`config.mk`:
```
export PLATFORM = sky130hd
export DESIGN_NAME = dm_block_copy
export DESIGN_NICKNAME = d
export VERILOG_FILES = /design/src/rtl/dm_block_copy.sv
export SDC_FILE = /design/constraint.sdc
export NUM_CORES = 1
export LEC_CHECK = 0
export CORE_MARGIN = 2
export CORE_UTILIZATION = 50
export CTS_BUF_LIST = sky130_fd_sc_hd__clkbuf_8 sky130_fd_sc_hd__clkbuf_16
export CTS_CLUSTER_DIAMETER = 40
export DETAILED_ROUTE_END_ITERATION = 6
export GPL_ROUTABILITY_DRIVEN = 0
export PLACE_DENSITY = 0.86
export SLEW_MARGIN = 20
export SYNTH_ARGS = -nofsm -noshare
export SYNTH_HDL_FRONTEND = slang
export SYNTH_SLANG_ARGS = --single-unit
```
`constraint.sdc`:
```
create_clock -name clk -period 5 [get_ports clk]
set_input_delay 0.75 -clock clk [delete_from_list [all_inputs] [get_ports clk]]
set_output_delay 0.75 -clock clk [all_outputs]
set_load 0.02 [all_outputs]
```
`src/rtl/dm_block_copy.sv`:
```
// rtl/dm_block_copy.sv - forward data-memory block copy, one word per READ/WRITE pair.
// Optional running checksum of copied words is enabled by defining DM_COPY_CHECKSUM_EN.
module dm_block_copy #(
  parameter int AW = 16,
  parameter int DW = 16
) (
  input  logic          clk,
  input  logic          reset,
  input  logic          start,
  input  logic [AW-1:0] src,
  input  logic [AW-1:0] dst,
  input  logic [AW-1:0] len,
  output logic          busy,
  output logic          done,
  output logic [AW-1:0] dm_addr,
  output logic [DW-1:0] dm_din,
  output logic          dm_we,
  input  logic [DW-1:0] dm_dout,
  output logic [DW-1:0] checksum
);

  typedef enum logic [1:0] {
    S_IDLE  = 2'd0,
    S_READ  = 2'd1,
    S_WRITE = 2'd2,
    S_DONE  = 2'd3
  } state_t;

  state_t        r_state;
  state_t        w_next;
  logic [AW-1:0] r_src_ptr;
  logic [AW-1:0] r_dst_ptr;
  logic [AW-1:0] r_remaining;
  logic [DW-1:0] r_data;
  logic          w_accept;
  logic          w_last;

  assign w_accept = (r_state == S_IDLE) && start && (len != '0);
  assign w_last   = (r_remaining == AW'(1));

  always_ff @(posedge clk or negedge reset) begin
    if (!reset) r_state <= S_IDLE;
    else        r_state <= w_next;
  end

  always_comb begin
    w_next = r_state;
    case (r_state)
      S_IDLE:  if (start) w_next = (len != '0) ? S_READ : S_DONE;
      S_READ:  w_next = S_WRITE;
      S_WRITE: w_next = w_last ? S_DONE : S_READ;
      S_DONE:  w_next = S_IDLE;
      default: w_next = S_IDLE;
    endcase
  end

  // Pointers wrap naturally at 2^AW; no range checking is intended.
  always_ff @(posedge clk or negedge reset) begin
    if (!reset) begin
      r_src_ptr   <= '0;
      r_dst_ptr   <= '0;
      r_remaining <= '0;
      r_data      <= '0;
    end else begin
      case (r_state)
        S_IDLE: begin
          if (w_accept) begin
            r_src_ptr   <= src;
            r_dst_ptr   <= dst;
            r_remaining <= len;
          end
        end
        S_READ:  r_data <= dm_dout;
        S_WRITE: begin
          r_src_ptr   <= r_src_ptr + AW'(1);
          r_dst_ptr   <= r_dst_ptr + AW'(1);
          r_remaining <= r_remaining - AW'(1);
        end
        default: ;
      endcase
    end
  end

`ifdef DM_COPY_CHECKSUM_EN
  logic [DW-1:0] r_checksum;

  always_ff @(posedge clk or negedge reset) begin
    if (!reset)                   r_checksum <= '0;
    else if (w_accept)            r_checksum <= '0;
    else if (r_state == S_WRITE)  r_checksum <= r_checksum + r_data;
  end

  assign checksum = r_checksum;
`else
  assign checksum = '0;
`endif

  // Outputs are pure state decodes so an async reset drops dm_we at once.
  always_comb begin
    busy    = 1'b0;
    done    = 1'b0;
    dm_we   = 1'b0;
    dm_din  = '0;
    dm_addr = r_src_ptr;
    case (r_state)
      S_READ:  busy = 1'b1;
      S_WRITE: begin
        busy    = 1'b1;
        dm_we   = 1'b1;
        dm_din  = r_data;
        dm_addr = r_dst_ptr;
      end
      S_DONE:  done = 1'b1;
      default: ;
    endcase
  end

endmodule

```
---- Word level (Yosys, flattened, before mapping) ----
Cells that the tools add are included.
operators by class
  reductions and logical operators ........ 7
  equal/unequal tests ..................... 6
  add/subtract/negate cells ............... 3
  mux-type cells .......................... 15
operators by type and width
  kind                     count
  $pmux W16 S2             3
  $mux W16                 5
  $add A16 B1 Y16 const B  2
  $eq A16 B1 Y1 const B    1
  $reduce_bool A16 Y1      1
  $sub A16 B1 Y16 const B  1
  $pmux W2 S4              1
  $mux W2                  3
  $eq A2 B2 Y1 const B     2
  $ne A2 B2 Y1 const B     2
  $mux W1                  3
  $eq A2 B1 Y1 const B     1
  $logic_and A1 B1 Y1      2
  $logic_not A2 Y1         1
  $reduce_and A2 Y1        1
  $reduce_bool A2 Y1       1
  $reduce_or A2 Y1         1
word-level totals
  word-level logic and storage cells ...... 36
  register bits after elaboration ......... 66
  input port bits ......................... 67

---- Logic depth before layout (Yosys ltp) ----
Gate-level depths: netlist of run 1.
  word-level depth ........................ 5
  mapped depth ............................ 10

---- Least setup slack after synthesis of run 1 ----
OpenSTA, ideal clock, no wires.
  path kind ............................... flip-flop to output port
  start ................................... register r_state[0]
  end ..................................... output port dm_addr[8]
  slack ................................... 2.206 ns
  data required time ...................... 4.250 ns
  arrival time ............................ 2.044 ns
  cell stages (with the launch flop) ...... 8
  buffers on the path ..................... 3
  cells stage by stage .................... dfrtp_1 -> inv_1 -> ha_1 -> clkbuf_1 -> clkbuf_1 -> clkbuf_1 -> nand2_1 -> o21ai_0
on the way
  word-level cells in the longest chain between the ends .. 2
ends and longest elaborated chain
  what                    line  RTL
  start, declared         29    state_t r_state;
  start signal, assigned  43    else r_state <= w_next;
  $eq A2 B2 Y1            105   case (r_state)
  $mux W16                105
  end, declared           15    output logic [AW-1:0] dm_addr,
No other way between the ends.

---- Worst setup path after layout of run 1 ----
  start ................................... input port len[3]
  end ..................................... register r_remaining[7]
on the way
  word-level cells in the longest chain between the ends .. 4
ends and longest elaborated chain
  what                                line  RTL
  start, declared                     12    input logic [AW-1:0] len,
  $reduce_bool A16 Y1                 38    assign w_accept = (r_state == S_IDLE) && start && (len != '0);
  $logic_and A1 B1 Y1                 38
  $ne A2 B2 Y1 (no source line)       --
  $reduce_and A2 Y1 (no source line)  --
  end signal, assigned                70    r_remaining <= len;
  end signal, assigned                77    r_remaining <= r_remaining - AW'(1);
  end, declared                       33    logic [AW-1:0] r_remaining;
No other way between the ends.
A chain may end at the register's enable or synchronous reset.

==> flow_metrics.tcl, run 1 <==
set metrics [dict create \
    status "finished, final reports clean" \
    synthCells 541 \
    hold_buffers 0 \
    vias 4738 \
    cts_max_path_buffers 2 \
    pre_cts_slack_ns 1.13 \
    drt-total-wl_um 13800 \
    diodes 0 \
    synth_flop_cell "dfrtp_1" \
    hold_class "in2async" \
    period_share_pct 72.3 \
    clk_pin_slew_ns 0.08 \
    startpoint "len[3]" \
    fin_setup_tns_ns 0 \
    vias_per_cell 6.47 \
    yosysSeqAreaShare_pct 35.3 \
    p_int_mw 2.00 \
    p_sw_mw 1.77 \
    r2r-end "r_remaining[7]" \
    skew_ns 0.0149 \
    die_height_um 101 \
    grt_pass1_vias 4490 \
    cp_max_fo 21 \
    synth_area_per_cell_um2 8.65 \
    stdcell_count 732 \
    leakagePower_nw 2.30 \
    io_buffer_count 101 \
    cts_resized 0 \
    path_class "in2reg" \
    ys_seq_elements 66 \
    timing.rr.start "r_state[0]" \
    grt_max_degree 89 \
    h-tree-depth 3 \
    drtIter0Drc 637 \
    cp-start-kind "input pin" \
    ff2ff_setup_slack_ns 1.84 \
    grt_antenna_before_repair 0 \
    synth_edf_count 0 \
    maxSlewHeadroom_pct 30.8 \
    grt_pass1_wl_um 22200 \
    hold_viol 0 \
    grt_usage_pct 27.9 \
    crit_arrival_ns 3.85 \
    synthTopCellsByArea "dfrtp_1, mux2_2, a21oi_1" \
    end_kind "register" \
    fillerInstances 774 \
    worstPathRequired_ns 5.23 \
    cts_root_buf "clkbuf_8" \
    netlist_area_um2 4680 \
    pwr-share-clk_pct 11.4 \
    seqPwrFrac_pct 30.2 \
    final_cell_area_um2 5840 \
    avgRoutedWirePerCell_um 18.9 \
    setup_slack_ns 1.38 \
    p_sw_share_pct 47.0 \
    slew_violations 0 \
    ys_types 70 \
    max-vdd-ir-drop_mv 0.297 \
    r2r_cells 6 \
    placed_cell_area_um2 5660 \
    yosysWarnings 0 \
    async_flop_share_pct 100 \
    holdWs_ns 0.478 \
    cts_buffers 9 \
    fp.coreArea_um2 9150 \
    start_util_pct 51.1 \
    synth_top_area_share_pct 35.3 \
    power_density_nw_per_um2 648 \
    final_antenna_net_count 0 \
    rows 35 \
    drt-pass1-iter-count 5 \
    nets 694 \
    post-cts-setup-buffers 0 \
    synth_most_common_cell "dfrtp_1" \
    max_freq_ghz 0.277 \
    dpl.cell_count 718 \
    worst_pin_slew_ns 1.04 \
    syn_to_final_growth_pct 24.7 \
    hpwl_um 9310 \
    period_minus_slack_ns 3.62 \
    drc 0 \
    drive_above_1_share_pct 11.4 \
    fp.dieW_um 101 \
    drv_cap 0 \
    pwr-share-comb_pct 58.4 \
    finalSetupViolations 0 \
    yosysTopAreaCell "dfrtp_1" \
    synthTopCellsByCount "dfrtp_1, a21oi_1, nand2_1" \
    clock_sinks 66 \
    grt_overflow 0 \
    clkLatencyLatePin_ns 0.36 \
    tritoncts "built" \
    rsz0062_at_grt "false" \
    io_pins 118 \
    dieArea_um2 10100 \
]
## cell usage in the layout, fill, tap and decap left out, types with 4 or more instances in the layout
master             n
a211oi_1          16
a21o_1             4
a21oi_1           41
a31oi_1           12
and2_1            18
and3_1            16
buf_4              7
clkbuf_8          12
clkdlybuf4s50_1  100
conb_1            16
dfrtp_1           66
ha_1               8
inv_1             16
mux2_2            32
mux2i_1            6
nand2_1           37
nand2b_1           4
nand3_1           21
nand4_1            5
nor2_1            32
nor3_1            13
nor4_1             7
o211ai_1           5
o21ai_0           28
o21ai_1           14
o221a_2            5
o32ai_1            4
or4_1             10
## power groups by stage
| stage | clock (mW) | sequential (mW) | combinational [mW] |
|---|---|---|---|
| floorplan | 0 | 0.994 | 1.58 |
| global placement | 0 | 1.11 | 2.11 |
| detailed placement | 0 | 1.14 | 2.17 |
| CTS | 0.428 | 1.13 | 2.18 |
| global route | 0.448 | 1.19 | 2.39 |
| finish | 0.432 | 1.14 | 2.21 |
## per-stage QoR
stage | power, mW | utilization (%)
after floorplan | 2.57 | -
after global placement | 3.22 | 61.8
after detailed placement | 3.31 | 61.8
after CTS | 3.74 | 63.8
after global routing | 4.02 | 63.8
final | 3.78 | 63.8
## worst max-delay path, stage by stage
cell and delay [ns]:
clkdlybuf4s50_1 0.42, or4_1 0.67, o41a_1 0.77, nor2_2 0.68
o21ai_0 0.22, a221o_1 0.33
## routing by layer
layer  vias up  wire, µm  part of all wire (%)  track usage, %
met3        41      1430                    10            6.17
met5         -         0                     0               0
met4         0       402                   2.9            11.0
li1       2158         -                     -               -
met1      2241      5510                    40            36.1
met2       298      6470                    47            45.4
## kinds of logic after synthesis
logic type,count (synthesis),synth area share [%]
muxes,38,8.99
AOI/OAI and AO/OA,173,25.0
buffers and inverters,74,7.73
adders and majority gates,9,2.41
other,1,0.0802
xor gates and xnor gates,1,0.187
DFF,66,35.3
and+or+nand+nor,179,20.3
## area by class of cell
| type | count | area (µm²) | share of cell area (%) |
|---|---|---|---|
| Multi-Input combinational cell | 416 | 2750 | 47.0 |
| Tap cell | 111 | 139 | 2.38 |
| Timing Repair Buffer | 108 | 1060 | 18.1 |
| Clock inverter | 2 | 12.5 | 0.214 |
| Inverter | 17 | 63.8 | 1.09 |
| Clock buffer | 12 | 165 | 2.83 |
| Sequential cell | 66 | 1650 | 28.3 |
## worst max path at each step
stage / endpoint / slack [ns] / cells after the start
3_3_place_gp: r_remaining[3] / 1.21 / 6
5_1_grt: r_remaining[7] / 1.31 / 6
4_1_cts: r_remaining[7] / 1.47 / 6
3_5_place_dp: r_remaining[7] / 1.13 / 6
6_report: r_remaining[7] / 1.38 / 6
2_1_floorplan: dm_addr[8] / 2.21 / 7
## state kept, by name, indices dropped and copies added (netlist names)
register     cells
r_remaining     16
r_data          16
r_state          2
r_src_ptr       16
r_dst_ptr       16
Note: power is estimated with default switching activity, not from simulation.
==> run 2: changes to the inputs <==
--- a/config.mk
+++ b/config.mk
@@ -6,12 +6,12 @@
 export NUM_CORES = 1
 export LEC_CHECK = 0
 export CORE_MARGIN = 2
-export CORE_UTILIZATION = 50
+export CORE_UTILIZATION = 45
 export CTS_BUF_LIST = sky130_fd_sc_hd__clkbuf_8 sky130_fd_sc_hd__clkbuf_16
 export CTS_CLUSTER_DIAMETER = 40
 export DETAILED_ROUTE_END_ITERATION = 6
 export GPL_ROUTABILITY_DRIVEN = 0
-export PLACE_DENSITY = 0.86
+export PLACE_DENSITY = 0.82
 export SLEW_MARGIN = 20
 export SYNTH_ARGS = -nofsm -noshare
 export SYNTH_HDL_FRONTEND = slang
==> constraint.sdc (replaced) <==
create_clock -name clk -period 3.05 [get_ports clk]
set_input_delay 0.4575 -clock clk [delete_from_list [all_inputs] [get_ports clk]]
set_output_delay 0.4575 -clock clk [all_outputs]
set_load 0.02 [all_outputs]
==> flow_metrics.tcl, run 2 (synthesized netlist as in run 1, its figures left out) <==
set metrics [dict create \
    worstPathRequired_ns 2.59 \
    rows 37 \
    grt_overflow 0 \
    maxSlewHeadroom_pct 47.7 \
    final_antenna_net_count 0 \
    grt_antenna_before_repair 0 \
    drive_above_1_share_pct 13.9 \
    dieArea_um2 11200 \
    grt_pass1_wl_um 23100 \
    clkLatencyLatePin_ns 0.36 \
    power_mw 6.38 \
    grt_pass1_vias 4759 \
    clk_pin_slew_ns 0.09 \
    cp_max_fo 32 \
    final_cell_mix "clkdlybuf4s50_1, dfrtp_1, a21oi_1" \
    syn_to_final_growth_pct 29.1 \
    max-vdd-ir-drop_mv 0.486 \
    clock_sinks 66 \
    power_density_nw_per_um2 1060 \
    vias_per_cell 6.25 \
    start_util_pct 45.7 \
    layout_commonest_cell "clkdlybuf4s50_1" \
    skew_ns 0.0164 \
    h-tree-depth 3 \
    final_cell_area_um2 6040 \
    cts_root_buf "clkbuf_8" \
    post-cts-setup-buffers 0 \
    drv_cap 0 \
    stdcell_count 775 \
    grt_max_degree 38 \
    diodes 0 \
    end_kind "primary output" \
    hold_viol 0 \
    tritoncts "built" \
    r2r_cells 7 \
    status "finished, final reports clean" \
    placed_cell_area_um2 5850 \
    grt_usage_pct 25.7 \
    cts_buffers 9 \
    drc 0 \
    avgRoutedWirePerCell_um 18.4 \
    vias 4842 \
    leakagePower_nw 2.39 \
    drt-pass1-iter-count 5 \
    slew_violations 0 \
    crit_arrival_ns 2.51 \
    nets 710 \
    max_freq_ghz 0.337 \
    hold_class "in2async" \
    drtIter0Drc 485 \
    fp.coreArea_um2 10200 \
    dpl.cell_count 759 \
    fp.dieW_um 106 \
    finalSetupViolations 0 \
    period_minus_slack_ns 2.97 \
    io_buffer_count 101 \
    period_share_pct 97.4 \
    hpwl_um 10300 \
    drt-total-wl_um 14300 \
    rsz0062_at_grt "false" \
    path_class "reg2out" \
    die_height_um 106 \
    cts_max_path_buffers 2 \
    io_pins 118 \
    worst_pin_slew_ns 0.785 \
    cp-start-kind "register" \
]
## run 2: metal layers
layer  GRT usage, %  vias to the layer above  part of all wire, %
met1           33.8                     2295                   41
met3           4.17                       47                  8.4
met4           12.4                        0                  3.1
li1               -                     2206                    -
met2           41.3                      294                   47
met5              0                        -                    0
## run 2: final timing paths
| path | startpoint | to | slack [ns] |
|---|---|---|---|
| setup / recovery | r_state[0] | dm_addr[2] | 0.08 |
| hold / removal | reset | r_remaining[8] | 0.08 |
| setup reg to reg | r_state[0] | r_remaining[7] | 0.48 |
| hold reg to reg | r_data[9] | r_data[9] | 0.51 |
| max in group asynchronous | reset | r_dst_ptr[7] | 2.17 |
| min in group clk | r_data[9] | r_data[9] | 0.51 |
## run 2: area by class of cell
type	instances	area [µm²]
inverter	17	63.8
multi-input combinational	416	2750
timing repair buffer	124	1220
tap	136	170
clock buffer	11	151
sequential	66	1650
fill	862	4190
clock inverter	5	37.5
## run 2: timing repair
item	4_1_cts	5_1_grt
hold buffers	0	0
endpoints found under the setup margin	0	16
resized for setup	0	1
## run 2: worst max-delay path, stage by stage, from the launching register on
cell and delay (ns):
dfrtp_1 0.43, inv_1 0.19, ha_4 0.38, buf_12 0.24, mux2_2 0.36, clkdlybuf4s50_1 0.54
## run 2: per-stage QoR
step                setup WS, ns  hold slack [ns]  utilization [%]  setup TNS [ns]
floorplan                  0.548            0.162                -               0
global placement           0.122            0.472             57.1               0
detailed placement       -0.0324            0.470             57.1         -0.0324
CTS                       0.0372           0.0844             59.0               0
global route             0.00539            0.117             59.0               0
finish                    0.0783           0.0819             59.0               0
## run 2: power breakdown
group          internal [mW]  switching (mW)
Clock                  0.342           0.373
Sequential              1.32           0.563
Combinational           1.74            2.04
Total                   3.40            2.98
